$ cat config.mk
export PLATFORM = sky130hd
export DESIGN_NAME = mem_access
export DESIGN_NICKNAME = d
export VERILOG_FILES = /design/src/rtl/lc3_pkg.sv /design/src/rtl/mem_access.sv
export SDC_FILE = /design/constraint.sdc
export NUM_CORES = 1
export LEC_CHECK = 0
export BUFFER_PORTS_ARGS = -buffer_cell sky130_fd_sc_hd__buf_2
export CORE_ASPECT_RATIO = 0.5
export CORE_MARGIN = 2
export CORE_UTILIZATION = 35
export DETAILED_ROUTE_END_ITERATION = 8
export PLACE_DENSITY_LB_ADDON = 0.12
export RECOVER_POWER = 25
export SYNTH_ARGS = -nofsm -noshare
export SYNTH_HDL_FRONTEND = slang
export SYNTH_SLANG_ARGS = --single-unit
$ cat constraint.sdc
create_clock -name clk -period 1.85 [get_ports clk]
set_input_delay 0.0925 -clock clk [delete_from_list [all_inputs] [get_ports clk]]
set_output_delay 0.0925 -clock clk [all_outputs]
set_load 0.02 [all_outputs]
$ cat src/rtl/lc3_pkg.sv
// Shared LC-3 definitions: memory-access control encoding and the
// state encoding of the memory-access sequencer.
package lc3_pkg;

    localparam int ADDR_W = 16;
    localparam int DATA_W = 16;

    // Access type presented on M_Control
    typedef enum logic [1:0] {
        MC_LD  = 2'd0,   // LD / LDR : direct read
        MC_LDI = 2'd1,   // LDI      : indirect read
        MC_ST  = 2'd2,   // ST / STR : direct write
        MC_STI = 2'd3    // STI      : indirect write
    } mctrl_e;

    // Sequencer states
    typedef enum logic [2:0] {
        S_IDLE     = 3'd0,
        S_IND      = 3'd1,
        S_IND_WAIT = 3'd2,
        S_RD       = 3'd3,
        S_RD_WAIT  = 3'd4,
        S_WR       = 3'd5,
        S_DONE     = 3'd6
    } state_e;

    // Indirect accesses first fetch the real address from memory
    function automatic logic is_indirect(input mctrl_e c);
        return (c == MC_LDI) || (c == MC_STI);
    endfunction

endpackage

$ cat src/rtl/mem_access.sv
// LC-3 data-memory access sequencer. Accepts one load/store request at a
// time, performs the optional indirection read, then the data read or
// write, and pulses done when the access is complete.
module mem_access
    import lc3_pkg::*;
(
    input  logic                clk,
    input  logic                rst,
    input  logic                start,
    input  logic [1:0]          M_Control,
    input  logic [ADDR_W-1:0]   M_Addr,
    input  logic [DATA_W-1:0]   M_Data,
    input  logic [DATA_W-1:0]   Dmem_dout,
    output logic [ADDR_W-1:0]   Dmem_addr,
    output logic [DATA_W-1:0]   Dmem_din,
    output logic                Dmem_rd,
    output logic                Dmem_we,
    output logic [DATA_W-1:0]   memout,
    output logic                busy,
    output logic                done
);

    state_e              r_state;
    mctrl_e              r_ctrl_q;
    logic [ADDR_W-1:0]   r_addr_q;
    logic [DATA_W-1:0]   r_data_q;
    logic [DATA_W-1:0]   r_memout;

    mctrl_e              w_ctrl_in;
    logic                w_rd_state;
    logic                w_we_state;
    logic                w_done_state;

    assign w_ctrl_in = mctrl_e'(M_Control);

    // Sequencer: request capture, indirection, read/write and completion
    always_ff @(posedge clk) begin
        if (rst) begin
            r_state  <= S_IDLE;
            r_ctrl_q <= MC_LD;
            r_addr_q <= '0;
            r_data_q <= '0;
            r_memout <= '0;
        end else begin
            case (r_state)
                S_IDLE: begin
                    if (start) begin
                        r_ctrl_q <= w_ctrl_in;
                        r_addr_q <= M_Addr;
                        r_data_q <= M_Data;
                        if (is_indirect(w_ctrl_in))
                            r_state <= S_IND;
                        else if (w_ctrl_in == MC_LD)
                            r_state <= S_RD;
                        else
                            r_state <= S_WR;
                    end
                end
                S_IND:      r_state <= S_IND_WAIT;
                S_IND_WAIT: begin
                    // Pointer fetched from memory becomes the effective address
                    r_addr_q <= Dmem_dout;
                    r_state  <= (r_ctrl_q == MC_LDI) ? S_RD : S_WR;
                end
                S_RD:       r_state <= S_RD_WAIT;
                S_RD_WAIT: begin
                    r_memout <= Dmem_dout;
                    r_state  <= S_DONE;
                end
                S_WR:       r_state <= S_DONE;
                S_DONE:     r_state <= S_IDLE;
                default:    r_state <= S_IDLE;
            endcase
        end
    end

    // Strobes decode from state; reset masks them even in the reset cycle
    always_comb begin
        w_rd_state   = (r_state == S_IND) || (r_state == S_RD);
        w_we_state   = (r_state == S_WR);
        w_done_state = (r_state == S_DONE);
    end

    assign Dmem_rd   = w_rd_state   & ~rst;
    assign Dmem_we   = w_we_state   & ~rst;
    assign done      = w_done_state & ~rst;
    assign busy      = (r_state != S_IDLE);
    assign Dmem_addr = r_addr_q;
    assign Dmem_din  = r_data_q;
    assign memout    = r_memout;

endmodule

==> Word level (Yosys, flattened, before mapping) <==
Cells that the tools add are included.
{ "totals": {"reg_bits": 53, "in_bits": 53, "output_inout_bits": 52, "word_cells": 35} }
{ "classes": {"muxes": 7, "n_reduce_logical": 9, "bitwise_logic": 4, "n_eq_ne": 10} }
{ "op_table": {"columns": ["cell", "count"], "rows": [
  ["case mux 16 bit (2 select lines)", 1],
  ["2-to-1 mux 16 bit", 1],
  ["case mux 3 bit (5 select lines)", 1],
  ["2-to-1 mux 3 bit", 4],
  ["== test 3 bit (second input constant)", 3],
  ["== test 3 x 2 -> 1 bit (second input constant)", 2],
  ["== test 2 x 1 -> 1 bit (second input constant)", 2],
  ["AND reduction 2 bit", 2],
  ["AND 1 bit", 3],
  ["== test 3 x 1 -> 1 bit (second input constant)", 1],
  ["logical NOT 3 bit", 1],
  ["nonzero test 3 bit", 1],
  ["== test 2 bit (second input constant)", 1],
  ["logical NOT 2 bit", 1],
  ["logical OR 1 bit", 2],
  ["!= test 2 bit (second input constant)", 1],
  ["nonzero test 2 bit", 1],
  ["OR reduction 2 bit", 1],
  ["NOT 1 bit", 1]
]} }

==> Depth between registers and ports, before layout <==
Gate-level depths: netlist of run 1.
{ "depth": {"ltp_word": 5, "depth_mapped": 5, "mapped_depth_nobuf": 3} }

==> Least setup slack after synthesis of run 1 <==
No wires, ideal clock.
{ "synth_path": {"path_type": "register -> output", "start": "reg r_state[1]", "end": "out done", "t_required_ps": 1757, "path_buffers": 1, "setup_slack_ps": 334, "arrival_time_ps": 1424, "stages_incl_launch_ff": 3, "cell_sequence": "dfxtp_1 > buf_1 > nor4bb_1"} }
{ "synth_between": {"elab_chain_cells": 2} }
{ "synth_rtl": {"columns": ["item", "line", "rtl"], "rows": [
  ["start: declaration", "mem_access.sv:23", "state_e r_state;"],
  ["start signal: assignment", "mem_access.sv:63", "r_state <= (r_ctrl_q == MC_LDI) ? S_RD : S_WR;"],
  ["== test 3 bit", "mem_access.sv:81", "w_done_state = (r_state == S_DONE);"],
  ["AND 1 bit", "mem_access.sv:86", "assign done = w_done_state & ~rst;"],
  ["end: declaration", "mem_access.sv:20", "output logic done"]
]} }
Every way passes these cells.

==> Worst setup path after layout of run 1 <==
{ "layout_path": {"start": "reg r_state[2]", "end": "reg r_addr_q[14], in the netlist Dmem_addr[14]"} }
{ "layout_between": {"elab_chain_cells": 3, "elab_cells_between_ends": 6, "classes_between": "eq/ne: 2; mux: 1; reduce/logical: 3"} }
{ "layout_rtl": {"columns": ["item", "line", "rtl"], "rows": [
  ["== test 3 x 2 -> 1 bit / logical NOT 3 bit (equally long branches)", "mem_access.sv:45", "case (r_state)"],
  ["nonzero test 2 bit (no line) / != test 2 bit (equally long branches)", null, null],
  ["AND reduction 2 bit (no line)", null, null],
  ["end signal: assignment", "mem_access.sv:49", "r_addr_q <= M_Addr;"],
  ["end signal: assignment", "mem_access.sv:62", "r_addr_q <= Dmem_dout;"],
  ["end: declaration", "mem_access.sv:25", "logic [ADDR_W-1:0] r_addr_q;"]
]} }
Several ways; a longest one is shown, not always the timed one.
A chain may end at the register's enable or synchronous reset.

==> impl_metrics.json, run 1 <==
{
  "cts_max_path_buffers": 2,
  "synth_top_area_share_pct": 51.8,
  "p_clk_share_pct": 31.1,
  "areaGrowthSynthToFinish_pct": 34.8,
  "synth_top_area_cell": "dfxtp_1",
  "io_pins": 105,
  "synth.distinct_cells": 26,
  "grt_pass1_wl_um": 8670,
  "grt_max_degree": 42,
  "dpl_cell_area_um2": 2640,
  "ys_seq_area_share_pct": 51.8,
  "via_per_inst": 4.77,
  "async_reset_ff_share_pct": 0,
  "clock-sinks": 53,
  "ctsHoldBuffers": 0,
  "yosysWarningCount": 0,
  "slew-limit-headroom_pct": 52.7,
  "gp_congestion": 0.763,
  "grt_pass1_vias": 1894,
  "cts_root_buf": "clkbuf_16",
  "grtUsageTotal_pct": 16.7,
  "rsz0062_at_grt": "false",
  "nNetsFinal": 385,
  "min_to": "Dmem_addr[15]",
  "fin_skew_ns": 0.00877,
  "worst_pin_slew_ns": 0.707,
  "final_antenna_net_count": 0,
  "dp_hpwl_um": 3820,
  "antenna_found_initial": 0,
  "dr.pass1.iters": 4,
  "crit_required_ns": 2.08,
  "initial_core_util_pct": 36.8,
  "diodes": 0,
  "cp-end-kind": "flop",
  "cts_buffers": 5,
  "clk_latency_ns": 0.29,
  "overflow": 0,
  "finalHoldViolCount": 0,
  "status": "finished clean",
  "wl_per_cell_um": 13.0,
  "avgSynthCellArea_um2": 8.94,
  "fin_setup_tns_ns": 0,
  "combPwrFrac_pct": 23.4,
  "reg2reg_to": "Dmem_addr[14]",
  "switching_share_pct": 30.7,
  "min_period_over_period_pct": 92.2,
  "synth_seq_cells": 53,
  "finalInstanceArea_um2": 2760,
  "io_buffers": 104,
  "drc": 0,
  "synth.most_common_cell": "nand2_1",
  "seqPwrFrac_pct": 45.5,
  "cts_tree": "built",
  "wl_um": 5300,
  "ir_worst_vdd_v": 0.000542,
  "period_needed_ns": 1.71,
  "die_w_um": 112,
  "htreeDepth": 2,
  "synth-edff-count": 0,
  "finalSetupViolCount": 0,
  "maxCapViolCount": 0,
  "syn_nets": 282,
  "vias": 1937,
  "clkSlewWorstSetupHoldPaths_ns": 0.07,
  "setup.worst_path.class": "reg -> reg",
  "whs_ns": 0.0197,
  "p_switching_mw": 0.896,
  "arrival_ns": 1.94,
  "r2r_slack_ns": 0.14,
  "crit_path_start_kind": "flop",
  "rows": 19,
  "cts_setup_buffers": 0,
  "hold_path_class": "in -> reg",
  "drive_gt1_share_pct": 30.0,
  "synthesis.area_um2": 2050,
  "core_um2": 5560,
  "netlist_instances": 229,
  "internal_power_mw": 2.02,
  "drt_iter0_markers": 100,
  "synth-main-ff-cell": "dfxtp_1",
  "leakage_nw": 1.20,
  "die_area_um2": 6520,
  "hp-start": "M_Addr[15]",
  "reg2reg_from": "r_state[2]",
  "yosys-top-cells-area": "dfxtp_1, nand2_1, a21oi_1",
  "cellPowerDensity_nw_per_um2": 1060,
  "drv_slew": 0,
  "holdPathStages": 2,
  "clock.fmax_mhz": 586,
  "r2r_cells": 3,
  "synthTopCellsByCount": "nand2_1, dfxtp_1, a21oi_1",
  "die_height_um": 58.1,
  "worstPathMaxFanout": 16
}
==> layout make-up <==
type | instances | area [um^2]
fillers | 572 | 2800
well taps | 73 | 91.3
repair buffers | 112 | 548
clock inverters | 2 | 15.0
flip-flops and latches | 53 | 1060
clock buffers | 6 | 129
multi-input cells | 160 | 916
==> power by group through the flow <==
stage	Combinational, mW	Sequential (mW)	Clock [mW]
after floorplan	0.319	1.48	0
after global placement	0.692	1.34	0
after detailed placement	0.706	1.35	0
after CTS	0.707	1.32	0.943
after global routing	0.753	1.34	0.987
final	0.683	1.33	0.909
==> worst max path at each step <==
stage          startpoint             to  slack (ns)  cells past startpoint
3_5_place_dp   r_state[2]  Dmem_addr[14]        0.09                      3
6_report       r_state[2]  Dmem_addr[14]        0.14                      3
5_1_grt        r_state[2]  Dmem_addr[12]        0.06                      3
4_1_cts        r_state[2]  Dmem_addr[14]        0.08                      3
3_3_place_gp   r_state[2]  Dmem_addr[10]        0.16                      3
2_1_floorplan  r_state[1]           done        0.33                      2
==> stage by stage <==
| stage | utilization (%) | total power [mW] | setup WS (ns) | cells |
|---|---|---|---|---|
| 2_1_floorplan | - | 1.80 | 0.334 | 229 |
| 3_3_place_gp | 47.5 | 2.04 | 0.162 | 398 |
| 3_5_place_dp | 47.5 | 2.06 | 0.0864 | 398 |
| 4_1_cts | 50.0 | 2.97 | 0.0774 | 406 |
| 5_1_grt | 49.6 | 3.08 | 0.0560 | 406 |
| 6_report | 49.6 | 2.92 | 0.143 | 406 |
==> logic make-up after synthesis <==
group	count (synthesis)	synth area share, %
AND/OR/NAND/NOR	104	26.2
flip-flops	53	51.8
buffers and inverters	16	3.91
AO/OA/AOI/OAI	56	18.1
==> critical path: stages, from the launching register on <==
cell and delay (ns):
dfxtp_1 0.34, or4b_1 0.78, nor2_8 0.33, a221o_1 0.20
==> cell usage in the layout (no fill, tap or decap) <==
master,netlist,routed
buf_2,4,78
nand2_1,69,69
dfxtp_1,53,53
a21oi_1,37,37
clkbuf_1,6,27
a221o_1,17,17
and2_1,16,16
buf_4,2,8
clkbuf_16,0,5
nor3b_1,3,3
nor4bb_1,2,2
nor4b_4,1,2
nor2_1,2,2
or2_2,2,2
clkinvlp_4,0,2
or3_1,1,1
or4b_1,1,1
nor3b_2,1,1
or3b_2,1,1
nor2b_1,1,1
a21o_1,1,1
nor4_1,1,1
nor2_8,1,1
o21bai_1,1,1
nand2b_1,1,1
==> metal layers <==
| layer | vias up | GRT usage [%] | share of wire, % |
|---|---|---|---|
| met3 | 7 | 5.96 | 7.9 |
| met4 | 0 | 4.70 | 0.93 |
| met2 | 65 | 28.7 | 47 |
| met5 | - | 0 | 0 |
| li1 | 989 | - | - |
| met1 | 876 | 20.3 | 44 |
==> flip-flops by register name, indices dropped and copies added, names as in the netlist <==
name	cells
r_ctrl_q	2
memout	16
r_state	3
Dmem_din	16
Dmem_addr	16
==> repair_timing <==
item	in CTS	in global routing
hold endpoints to repair	0	0
resized for setup	0	1
setup endpoints to repair	0	16
Power figures use the tool's default switching activity.
==> run 2: changes to the inputs <==
--- a/config.mk
+++ b/config.mk
@@ -5,11 +5,11 @@
 export SDC_FILE = /design/constraint.sdc
 export NUM_CORES = 1
 export LEC_CHECK = 0
-export BUFFER_PORTS_ARGS = -buffer_cell sky130_fd_sc_hd__buf_2
 export CORE_ASPECT_RATIO = 0.5
 export CORE_MARGIN = 2
 export CORE_UTILIZATION = 35
 export DETAILED_ROUTE_END_ITERATION = 8
+export DONT_BUFFER_PORTS = 1
 export PLACE_DENSITY_LB_ADDON = 0.12
 export RECOVER_POWER = 25
 export SYNTH_ARGS = -nofsm -noshare
==> impl_metrics.json, run 2 (synthesis results as in run 1) <==
{
  "crit_required_ns": 2.08,
  "layout_common_cells": "nand2_1, dfxtp_1, dlygate4sd3_1",
  "rows": 19,
  "p_clk_share_pct": 34.1,
  "initial_core_util_pct": 36.8,
  "gp_congestion": 0.724,
  "arrival_ns": 1.96,
  "vias": 1755,
  "worstPathMaxFanout": 16,
  "dr.pass1.iters": 4,
  "combPwrFrac_pct": 16.2,
  "dp.cells": 296,
  "grt_pass1_wl_um": 8670,
  "p_switching_mw": 0.851,
  "nNetsFinal": 334,
  "drive_gt1_share_pct": 8.90,
  "ir_worst_vdd_v": 0.000598,
  "internal_power_mw": 2.13,
  "core_um2": 5560,
  "crit_path_start_kind": "flop",
  "reg2reg_from": "r_state[0]",
  "grt_max_degree": 37,
  "wl_um": 5370,
  "reg2reg_to": "Dmem_addr[11]",
  "clkSlewWorstSetupHoldPaths_ns": 0.07,
  "drv_slew": 0,
  "slew-limit-headroom_pct": 49.6,
  "wl_per_cell_um": 15.2,
  "cts_root_buf": "clkbuf_16",
  "hp-start": "Dmem_dout[2]",
  "cts_buffers": 5,
  "io_pins": 105,
  "dp_hpwl_um": 3410,
  "r2r_cells": 3,
  "overflow": 0,
  "final_antenna_net_count": 0,
  "fin_util_pct": 50.8,
  "leakage_nw": 1.07,
  "clk_latency_ns": 0.28,
  "clock-sinks": 53,
  "fin_skew_ns": 0.00544,
  "min_to": "Dmem_addr[2]",
  "final_common_cell": "nand2_1",
  "grt_pass1_vias": 1752,
  "clock.fmax_mhz": 578,
  "drt_iter0_markers": 82,
  "cp-end-kind": "flop",
  "htreeDepth": 2,
  "worst_pin_slew_ns": 0.753,
  "cts_max_path_buffers": 2,
  "hold_path_class": "in -> reg",
  "cellPowerDensity_nw_per_um2": 1060,
  "fillers": 518,
  "grtUsageTotal_pct": 17.0,
  "finalHoldViolCount": 0,
  "dpl_cell_area_um2": 2130,
  "pre_cts_ws_ns": 0.0531,
  "antenna_found_initial": 0,
  "period_needed_ns": 1.73,
  "power.total_mw": 2.98,
  "r2r_slack_ns": 0.12,
  "cts_tree": "built",
  "diodes": 0,
  "multi_input_area_um2": 916,
  "switching_share_pct": 28.6,
  "via_per_inst": 4.96,
  "die_w_um": 112,
  "io_buffers": 0,
  "seqCellArea_um2": 1060,
  "status": "finished clean",
  "min_period_over_period_pct": 93.5,
  "finalInstanceArea_um2": 2820,
  "die_height_um": 58.1,
  "maxCapViolCount": 0,
  "drc": 0,
  "fin_setup_tns_ns": 0,
  "setup.worst_path.class": "reg -> reg",
  "whs_ns": 0.0166,
  "setup_ws_ns": 0.121,
  "holdPathStages": 2,
  "die_area_um2": 6520,
  "stdcell_count": 354,
  "finalSetupViolCount": 0,
  "seqPwrFrac_pct": 49.6,
  "areaGrowthSynthToFinish_pct": 37.9
}
## run 2: worst max path at each step
stage	endpoint	start	slack (ns)
after floorplan	done	r_state[1]	0.33
after global placement	Dmem_addr[7]	r_state[0]	0.14
after detailed placement	Dmem_addr[10]	r_state[0]	0.05
after CTS	Dmem_addr[10]	r_state[0]	0.04
after global routing	Dmem_addr[13]	r_state[0]	-0.005
final	Dmem_addr[11]	r_state[0]	0.12
## run 2: layout make-up
type | instances | area share (%)
sequential | 53 | 37.6
timing repair buffer | 61 | 21.1
clock inverter | 2 | 1.24
multi-input combinational | 160 | 32.4
clock buffer | 5 | 4.43
tap | 73 | 3.23
## run 2: critical path: stages (launching register included)
cell,delay [ns]
dfxtp_1,0.37
or4b_1,0.77
nor2_8,0.32
a221o_1,0.20
## run 2: routing by layer
metal	track usage (%)	vias up	wire length [um]
met1	21.0	805	2500
met4	5.23	0	55
met5	0	-	0
met2	28.1	58	2400
met3	6.38	5	415
li1	-	887	-
## run 2: repair_timing
action / 4_1_cts / 5_1_grt
setup endpoints to repair: 0 / 16
hold buffers: 51 / 0
setup buffers: 0 / 0
gates resized for setup: 0 / 1
hold endpoints to repair: 53 / 0
## run 2: power groups by stage
stage	Sequential, mW	Combinational, mW	Clock [mW]
final	1.48	0.483	1.02
after global placement	1.50	0.371	0
after CTS	1.48	0.486	1.06
after detailed placement	1.50	0.383	0
after floorplan	1.48	0.319	0
after global routing	1.49	0.538	1.11
